`src/rtl/paddle_motion_pkg.sv`:
```
// paddle_motion_pkg: shared pong playfield geometry and paddle motion defaults.
// The draw stage imports the same constants, so both blocks agree on where the
// paddle may sit.
package paddle_motion_pkg;

   localparam int GAME_HEIGHT     = 272;
   localparam int GAME_WIDTH      = 480;
   localparam int PADDLE_HEIGHT   = 100;
   localparam int PADDLE_WIDTH    = 8;
   localparam int CORR_X          = 43;
   localparam int CORR_Y          = 12;
   localparam int STEP            = 4;
   localparam int DEBOUNCE_CYCLES = 50000;
   localparam int DB_CNT_W        = 16;

   // Position register and motion arithmetic width (one bit wider than paddle_Y).
   localparam int POS_W = 10;

   function automatic int y_min(input int corr_y);
      return corr_y;
   endfunction

   function automatic int y_max(input int corr_y, input int game_h, input int paddle_h);
      return corr_y + game_h - paddle_h;
   endfunction

   function automatic int y_center(input int corr_y, input int game_h, input int paddle_h);
      return game_h / 2 - paddle_h / 2 + corr_y;
   endfunction

endpackage

```
`src/rtl/btn_debounce.sv`:
```
// btn_debounce: 2-FF synchroniser followed by a counting debouncer.
// Ports:
//   clk    in  clock
//   nrst   in  synchronous active-high reset
//   btn    in  raw asynchronous button
//   level  out debounced button level
// A new level is accepted only after DEBOUNCE_CYCLES consecutive synchronised
// samples that differ from the current level; any agreeing sample restarts the count.
module btn_debounce
   import paddle_motion_pkg::*;
#(
   parameter int DEBOUNCE_CYCLES = paddle_motion_pkg::DEBOUNCE_CYCLES,
   parameter int DB_CNT_W        = paddle_motion_pkg::DB_CNT_W
) (
   input  logic clk,
   input  logic nrst,
   input  logic btn,
   output logic level
);

   localparam logic [DB_CNT_W-1:0] CNT_LAST = DB_CNT_W'(DEBOUNCE_CYCLES - 1);

   logic                sync1;
   logic                sync2;
   logic [DB_CNT_W-1:0] cnt;

   always_ff @(posedge clk) begin
      if (nrst) begin
         sync1 <= 1'b0;
         sync2 <= 1'b0;
         cnt   <= '0;
         level <= 1'b0;
      end else begin
         sync1 <= btn;
         sync2 <= sync1;
         if (sync2 == level) begin
            cnt <= '0;
         end else if (cnt == CNT_LAST) begin
            level <= sync2;
            cnt   <= '0;
         end else begin
            cnt <= cnt + 1'b1;
         end
      end
   end

endmodule

```
`src/rtl/paddle_motion.sv`:
```
// paddle_motion: turns raw up/down buttons into the registered paddle top row.
// Ports:
//   clk         in  pixel/system clock
//   nrst        in  synchronous active-high reset
//   up_btn      in  raw up button (async, active-high)
//   down_btn    in  raw down button (async, active-high)
//   frame_tick  in  one-clk pulse per frame, during vertical blanking
//   move_en     in  game running; motion allowed
//   paddle_Y    out paddle top row, always within [Y_MIN, Y_MAX]
//   at_top      out paddle_Y == Y_MIN
//   at_bottom   out paddle_Y == Y_MAX
//   up_db       out debounced up level
//   down_db     out debounced down level
// paddle_Y moves at most once per frame, so it is stable while a frame is drawn.
module paddle_motion
   import paddle_motion_pkg::*;
#(
   parameter int PADDLE_HEIGHT   = paddle_motion_pkg::PADDLE_HEIGHT,
   parameter int GAME_HEIGHT     = paddle_motion_pkg::GAME_HEIGHT,
   parameter int CORR_Y          = paddle_motion_pkg::CORR_Y,
   parameter int STEP            = paddle_motion_pkg::STEP,
   parameter int DEBOUNCE_CYCLES = paddle_motion_pkg::DEBOUNCE_CYCLES,
   parameter int DB_CNT_W        = paddle_motion_pkg::DB_CNT_W
) (
   input  logic       clk,
   input  logic       nrst,
   input  logic       up_btn,
   input  logic       down_btn,
   input  logic       frame_tick,
   input  logic       move_en,
   output logic [8:0] paddle_Y,
   output logic       at_top,
   output logic       at_bottom,
   output logic       up_db,
   output logic       down_db
);

   localparam logic [POS_W-1:0] Y_MIN    = POS_W'(y_min(CORR_Y));
   localparam logic [POS_W-1:0] Y_MAX    = POS_W'(y_max(CORR_Y, GAME_HEIGHT, PADDLE_HEIGHT));
   localparam logic [POS_W-1:0] Y_CENTER = POS_W'(y_center(CORR_Y, GAME_HEIGHT, PADDLE_HEIGHT));
   localparam logic [POS_W-1:0] STEP_W   = POS_W'(STEP);

   btn_debounce #(.DEBOUNCE_CYCLES(DEBOUNCE_CYCLES), .DB_CNT_W(DB_CNT_W)) u_up_db (
      .clk   (clk),
      .nrst  (nrst),
      .btn   (up_btn),
      .level (up_db)
   );

   btn_debounce #(.DEBOUNCE_CYCLES(DEBOUNCE_CYCLES), .DB_CNT_W(DB_CNT_W)) u_down_db (
      .clk   (clk),
      .nrst  (nrst),
      .btn   (down_btn),
      .level (down_db)
   );

   logic [POS_W-1:0] y_ext;
   logic [8:0]       y_next;

   // Bounds are compared before the add/subtract so the 10-bit result never
   // wraps; a partial final step lands exactly on the limit.
   always_comb begin
      y_ext  = {1'b0, paddle_Y};
      y_next = paddle_Y;
      if (up_db && !down_db) begin
         if (y_ext < Y_MIN + STEP_W) y_next = 9'(Y_MIN);
         else                        y_next = 9'(y_ext - STEP_W);
      end else if (down_db && !up_db) begin
         if (y_ext > Y_MAX - STEP_W) y_next = 9'(Y_MAX);
         else                        y_next = 9'(y_ext + STEP_W);
      end
   end

   always_ff @(posedge clk) begin
      if (nrst) begin
         paddle_Y  <= 9'(Y_CENTER);
         at_top    <= 1'b0;
         at_bottom <= 1'b0;
      end else if (frame_tick && move_en) begin
         paddle_Y  <= y_next;
         at_top    <= ({1'b0, y_next} == Y_MIN);
         at_bottom <= ({1'b0, y_next} == Y_MAX);
      end
   end

endmodule

```
`config.mk`:
```
export PLATFORM = sky130hd
export DESIGN_NAME = paddle_motion
export DESIGN_NICKNAME = d
export VERILOG_FILES = /design/src/rtl/paddle_motion_pkg.sv /design/src/rtl/btn_debounce.sv /design/src/rtl/paddle_motion.sv
export SDC_FILE = /design/constraint.sdc
export NUM_CORES = 1
export LEC_CHECK = 0
export CORE_ASPECT_RATIO = 0.9
export CORE_UTILIZATION = 55
export DETAILED_ROUTE_END_ITERATION = 8
export GPL_TIMING_DRIVEN = 0
export PLACE_DENSITY = 0.76
export SLEW_MARGIN = 10
export SYNTH_ARGS = -nofsm -noshare
export SYNTH_HDL_FRONTEND = slang
export SYNTH_HIERARCHICAL = 1
export SYNTH_SLANG_ARGS = --single-unit
```
`constraint.sdc`:
```
create_clock -name clk -period 6.8 [get_ports clk]
set_clock_uncertainty 0.15 [all_clocks]
set_input_delay 1.7 -clock clk [delete_from_list [all_inputs] [get_ports clk]]
set_output_delay 1.7 -clock clk [all_outputs]
set_load 0.01 [all_outputs]
```
==> results of run 1 <==
## layout by cell type (no fill, tap or decap), drive strengths merged, types with 2 or more instances in the layout
cell	count
xor2	2
a21oi	6
ha	5
nand2	22
buf	5
nor4bb	5
and3	3
xnor2	30
a311oi	2
clkdlybuf4s50	18
nand3	11
nor3	10
and2	2
nand2b	4
a22oi	2
nand4	7
nand4b	4
mux2i	4
o22ai	3
nor4	6
o21ai	8
nor2b	8
or3	2
inv	9
nor2	53
a31oi	2
nor4b	2
dfxtp	49
clkbuf	10
o2bb2ai	2
## stage by stage
step | cells | setup WS [ps] | cell area [µm²]
final | 374 | 3490 | 2960
after global routing | 374 | 3380 | 2960
after CTS | 374 | 3470 | 2960
after detailed placement | 366 | 3420 | 2840
after global placement | 366 | 3410 | 2840
after floorplan | 286 | 4140 | 2580
## cells by family (layout without fill, tap and decap cells)
| kind of cell | after synthesis | in the layout |
|---|---|---|
| AOI/OAI and AO/OA | 36 | 36 |
| xor gates and xnor gates | 32 | 32 |
| adders and majority gates | 5 | 5 |
| buffers and inverters | 18 | 44 |
| DFF | 49 | 49 |
| muxes | 4 | 4 |
| and+or+nand+nor | 142 | 142 |
## metal layers
layer  GRT usage [%]  vias to the layer above  share of wire (%)
met1            30.1                      913                 53
met2            29.8                       53                 40
li1                -                     1046                  -
met5               0                        -                  0
met4            7.78                        0                1.5
met3            4.99                        8                5.1
## worst paths after layout
| check | start | endpoint | cells past startpoint |
|---|---|---|---|
| worst min register to register | u_up_db/sync1$_SDFF_PP0_ | u_up_db/sync2$_SDFF_PP0_ | 1 |
| worst max-delay path | u_down_db/level$_SDFFE_PP0P_ | down_db | 1 |
| worst max register to register | u_up_db/level$_SDFFE_PP0P_ | at_top$_SDFFE_PP0P_ | 6 |
| worst min-delay path | u_up_db/sync1$_SDFF_PP0_ | u_up_db/sync2$_SDFF_PP0_ | 1 |
## area by class of cell
type	count	area [µm²]	share of cell area, %
plain buffers	9	88.8	3.00
clock buffers	7	86.3	2.92
clock inverters	1	30.0	1.02
inverters	9	33.8	1.14
multi-input cells	219	1480	50.0
flip-flops and latches	49	981	33.2
well taps	62	77.6	2.62
repair buffers	18	180	6.09
## report_power, final
group / internal (µW) / switching (µW)
logic: 11.5 / 12.1
clock network: 120 / 93.4
registers: 289 / 2.44
total: 421 / 108
==> reports/summary.txt, run 1 <==
Outcome - finished clean
Final wirelength - 4840 µm
Number of global-route vias before repair - 1720
Worst-path clk slew - 80 ps
Top cells by count, synth - dfxtp_1, nor2_1, xnor2_1, nand2_1, nand3_1
VDD IR-drop max - 0.111 mV
Post-synth net total - 297
Htree depth - 2
Final-report setup violation count - 0
TritonRoute pass-1 iters - 4
Initial antenna violation count - 0
Leakage power - 0.000972 µW
Slew Limit Fails - 0
GP Congestion - 0.838
Hold Vio Cnt, Final - 0
Longest Clk Path Bufs - 2
Min Hold Slack - 291 ps
Ys async rst share - 0%
IO Pins - 19
Die H - 67.0 µm
Worst-Margin Slew - 513 ps
# fillers - 402
Synth Area in XOR/XNOR - 10.9%
Syn Std Cell Area - 2580 µm²
Yosys reg bits - 49
Clock tree sinks - 49
Row cnt - 23
Rel. slew slack - 65.5%
Classification of the worst setup path - flop to output pin
Worst Setup Start Kind - flop
Number of nets with antenna violations after routing - 0
YS warnings - 6
Critical Path, Cell by Cell - clkdlybuf4s50_1
Port-buffer cells - 18
R2R setup slack - 4480 ps
Period minus WS final - 3310 ps
Worst path buffer plus inverter count - 1
Critical Path Slowest Stage Cell - clkdlybuf4s50_1
Synth top area cells - dfxtp_1, xnor2_1, nor2_1, nand2_1, ha_1
CP Max Fanout - 11
Largest family of logic cells by synthesized area - simple AND/OR/NAND/NOR gates
Hold Buf Count CTS - 0
Die X - 74.2 µm
Post-synthesis cell count - 286
Mapped Avg Cell Area - 9.03 µm²
Required time of the critical path - 4950 ps
Largest stage delay on the critical path - 610 ps
Synth Flop Type - dfxtp_1
Fmax - 0.302 GHz
Adder-Cell Fraction of Synth Area - 2.42%
Hold Path Class - flop to flop
Routed vias - 2020
Arrival time worst endpoint - 1460 ps
Post_cts resized - 0
Die area - 4970 µm²
First-pass GRT wire length - 7880 µm
Initial core utilization - 57.5%
Share of cells above drive strength 1 - 12.2%
Routed vias/inst - 5.40
Antenna cells - 0
DR WL/cell - 13.0 µm
Gr usage total - 20.9%
Drt drc - 0
Compound-Gate Fraction of Synth Area - 10.0%
Post-synth EDFFs - 0
Largest net degree at the start of global routing - 15
Cts bufs inserted - 5
Net count, final - 322
Synth area leader - dfxtp_1
Synth-to-layout area growth - 14.5%
Synth top area share - 38.0%
Worst skew pair latency - 300 ps
CP endpoint kind - output pin
Distinct cells, synth - 50
Unrepaired setup endpoints after global routing - false
Core Util, Final - 65.9%
Biggest regs - u_down_db/cnt x16, u_up_db/cnt x16, paddle_Y x9
Mux cell area share after synthesis - 1.55%
Global-route congestion overflow total - 0
Simple-gate share of the synthesized area - 32.4%
Root buffer cell - clkbuf_8
DR iter-0 viols - 157
Hpwl dp - 3470 µm
Post-synthesis sequential area ratio - 38.0%
PwrDens - 179 nW/µm²
Final worst path period share - 48.6%
Max-cap violations - 0
CTS tree - yes
Tot Pwr - 529 µW
Setup TNS - 0 ps
Top Family by Delay on Critical Path - buffers and inverters
Core area - 4490 µm²
Setup Buffers After CTS - 0
Note: power is estimated with default switching activity, not from simulation.
==> inputs of run 2 (changes only) <==
Settings changed: CORE_UTILIZATION 55 to 52, PLACE_DENSITY 0.76 to 0.75.
Clock period 6.8 ns to 2.85 ns, I/O delays scaled along.
==> run 2 against run 1 <==
Against the previous run: clock-buffer cell count shrank 2; sequential power grew 140%; final area grew 0.72%; first-iteration DRC count shrank 61%; via count grew 1.6%; largest cell class unchanged; combinational power grew 140%; final cell count is the same.
==> reports/summary.txt, run 2 (synthesis gave the netlist of run 1 again) <==
Outcome - finished clean
Row cnt - 23 (unchanged)
Post_cts resized - 0 (unchanged)
Largest stage delay on the critical path - 610 ps (about the same)
Core area - 4600 µm² (+2.6%)
Hold Buf Count CTS - 0 (unchanged)
Die H - 68.9 µm (+2.8%)
Setup TNS - 0 ps (unchanged)
Worst path buffer plus inverter count - 1 (unchanged)
Port-buffer cells - 18 (unchanged)
# fillers - 404 (+0.50%)
Die X - 76.3 µm (+2.8%)
Worst hold start - u_up_db/sync1$_SDFF_PP0_
Clock tree sinks - 49 (unchanged)
Gr usage total - 20.6% (-0.33 points)
Hold Vio Cnt, Final - 0 (unchanged)
IO Pins - 19 (unchanged)
Tot Pwr - 1350 µW (+160%)
Slew Limit Fails - 0 (unchanged)
Setup Buffers After CTS - 0 (unchanged)
Longest Clk Path Bufs - 2 (unchanged)
Register area - 981 µm² (unchanged)
Hold Path Class - flop to flop
Initial core utilization - 56.1% (-1.4 points)
Number of nets with antenna violations after routing - 0 (unchanged)
GP Congestion - 0.917 (+9.5%)
Period minus WS final - 2330 ps
Final worst path period share - 81.6%
CTS tree - yes
Worst Setup Start Kind - flop
Hold depth - 1 (unchanged)
Routed vias/inst - 5.49 (+1.6%)
First-pass GRT wire length - 8490 µm (+7.7%)
Antenna cells - 0 (unchanged)
Largest net degree at the start of global routing - 17 (+2)
Global-route congestion overflow total - 0 (unchanged)
CP endpoint kind - output pin
Routed vias - 2053 (+1.6%)
Min Hold Slack - 306 ps (+14.7 ps)
Number of global-route vias before repair - 1848 (+7.4%)
Fmax - 0.430 GHz
VDD IR-drop max - 0.405 mV (+270%)
Critical Path Slowest Stage Cell - clkdlybuf4s50_1
Unrepaired setup endpoints after global routing - false
Top Family by Delay on Critical Path - buffers and inverters
Drt drc - 0 (unchanged)
Final wirelength - 5010 µm (+3.5%)
Synth-to-layout area growth - 15.3%
Root buffer cell - clkbuf_8
Hpwl dp - 3670 µm (+5.7%)
Required time of the critical path - 1990 ps (-2960 ps)
Critical Path, Cell by Cell - clkdlybuf4s50_1
Htree depth - 2 (unchanged)
Hold Path End - u_up_db/sync2$_SDFF_PP0_
Worst-path clk slew - 90 ps (about the same)
Leakage power - 0.000982 µW (+1.1%)
Initial antenna violation count - 0 (unchanged)
Worst r2r path cells - 6 (unchanged)
Classification of the worst setup path - flop to output pin
Biggest regs - u_down_db/cnt x16, u_up_db/cnt x16, paddle_Y x9
DR iter-0 viols - 61 (-61%)
Crit. path cell count - 1 (unchanged)
Commonest cells after routing, fill and taps aside - nor2_1, dfxtp_1, xnor2_1
TritonRoute pass-1 iters - 4 (unchanged)
PwrDens - 453 nW/µm² (+150%)
R2r endpoint - at_top$_SDFFE_PP0P_
Net count, final - 322 (unchanged)
Die area - 5250 µm² (+5.6%)
Worst-Margin Slew - 508 ps (-4.42 ps)
R2R setup slack - 530 ps (-3950 ps)
DR WL/cell - 13.4 µm (+3.5%)
Multi-input logic area - 1480 µm² (unchanged)
Arrival time worst endpoint - 1460 ps (about the same)
Rel. slew slack - 65.8% (+0.30 points)
Final-report setup violation count - 0 (unchanged)
Cts bufs inserted - 5 (unchanged)
Share of cells above drive strength 1 - 12.5% (+0.32 points)
Max-cap violations - 0 (unchanged)
Core Util, Final - 64.7% (-1.2 points)
Reg-to-reg startpoint - u_up_db/level$_SDFFE_PP0P_
Worst skew pair latency - 300 ps (about the same)
CP Max Fanout - 11 (unchanged)
## run 2: cell types whose count changed in the layout (fill, tap and decap cells not counted), sizes merged
cell,before,now
clkbuf,10,8
inv,9,10
bufinv,1,2
## run 2: worst register-to-register path, delay by kind of cell (launching register included)
kind	cells	cell delay [ps]
flip-flops	1	550
multiplexers	2	320
AND/OR/NAND/NOR	3	1060
AO/OA/AOI/OAI	1	160
## run 2: area by class of cell
cell class	instances	share of cell area (%)
multi-input cells	219	49.7
flip-flops and latches	49	32.9
repair buffers	18	6.05
clock inverters	3	2.31
inverters	9	1.13
clock buffers	5	2.31
plain buffers	9	2.98
well taps	62	2.61
## run 2: worst max-delay path by stage
| stage | slack, ps | start | endpoint |
|---|---|---|---|
| CTS | 510 | u_up_db/level$_SDFFE_PP0P_ | up_db |
| floorplan | 620 | paddle_Y[2]$_SDFFE_PP0P_ | at_top$_SDFFE_PP0P_ |
| finish | 520 | u_down_db/level$_SDFFE_PP0P_ | down_db |
| detailed placement | 470 | frame_tick | at_top$_SDFFE_PP0P_ |
| global route | 390 | u_up_db/level$_SDFFE_PP0P_ | at_top$_SDFFE_PP0P_ |
| global placement | 420 | frame_tick | at_top$_SDFFE_PP0P_ |
## run 2: power breakdown
part	internal, µW	switching (µW)
Combinational	27.6	29.3
Clock	353	242
Sequential	690	5.88
Total	1070	277
## run 2: stage by stage
stage	cells	setup slack (ps)	cell area (µm²)
final	374	524	2980
after global routing	374	386	2980
after CTS	374	514	2980
after detailed placement	366	467	2840
after global placement	366	422	2840
after floorplan	286	623	2580
## run 2: metal layers
layer | track usage, % | wire, µm
met1 | 25.9 | 2510
met2 | 35.8 | 2230
met3 | 4.47 | 223
met4 | 6.49 | 46
met5 | 0 | 0
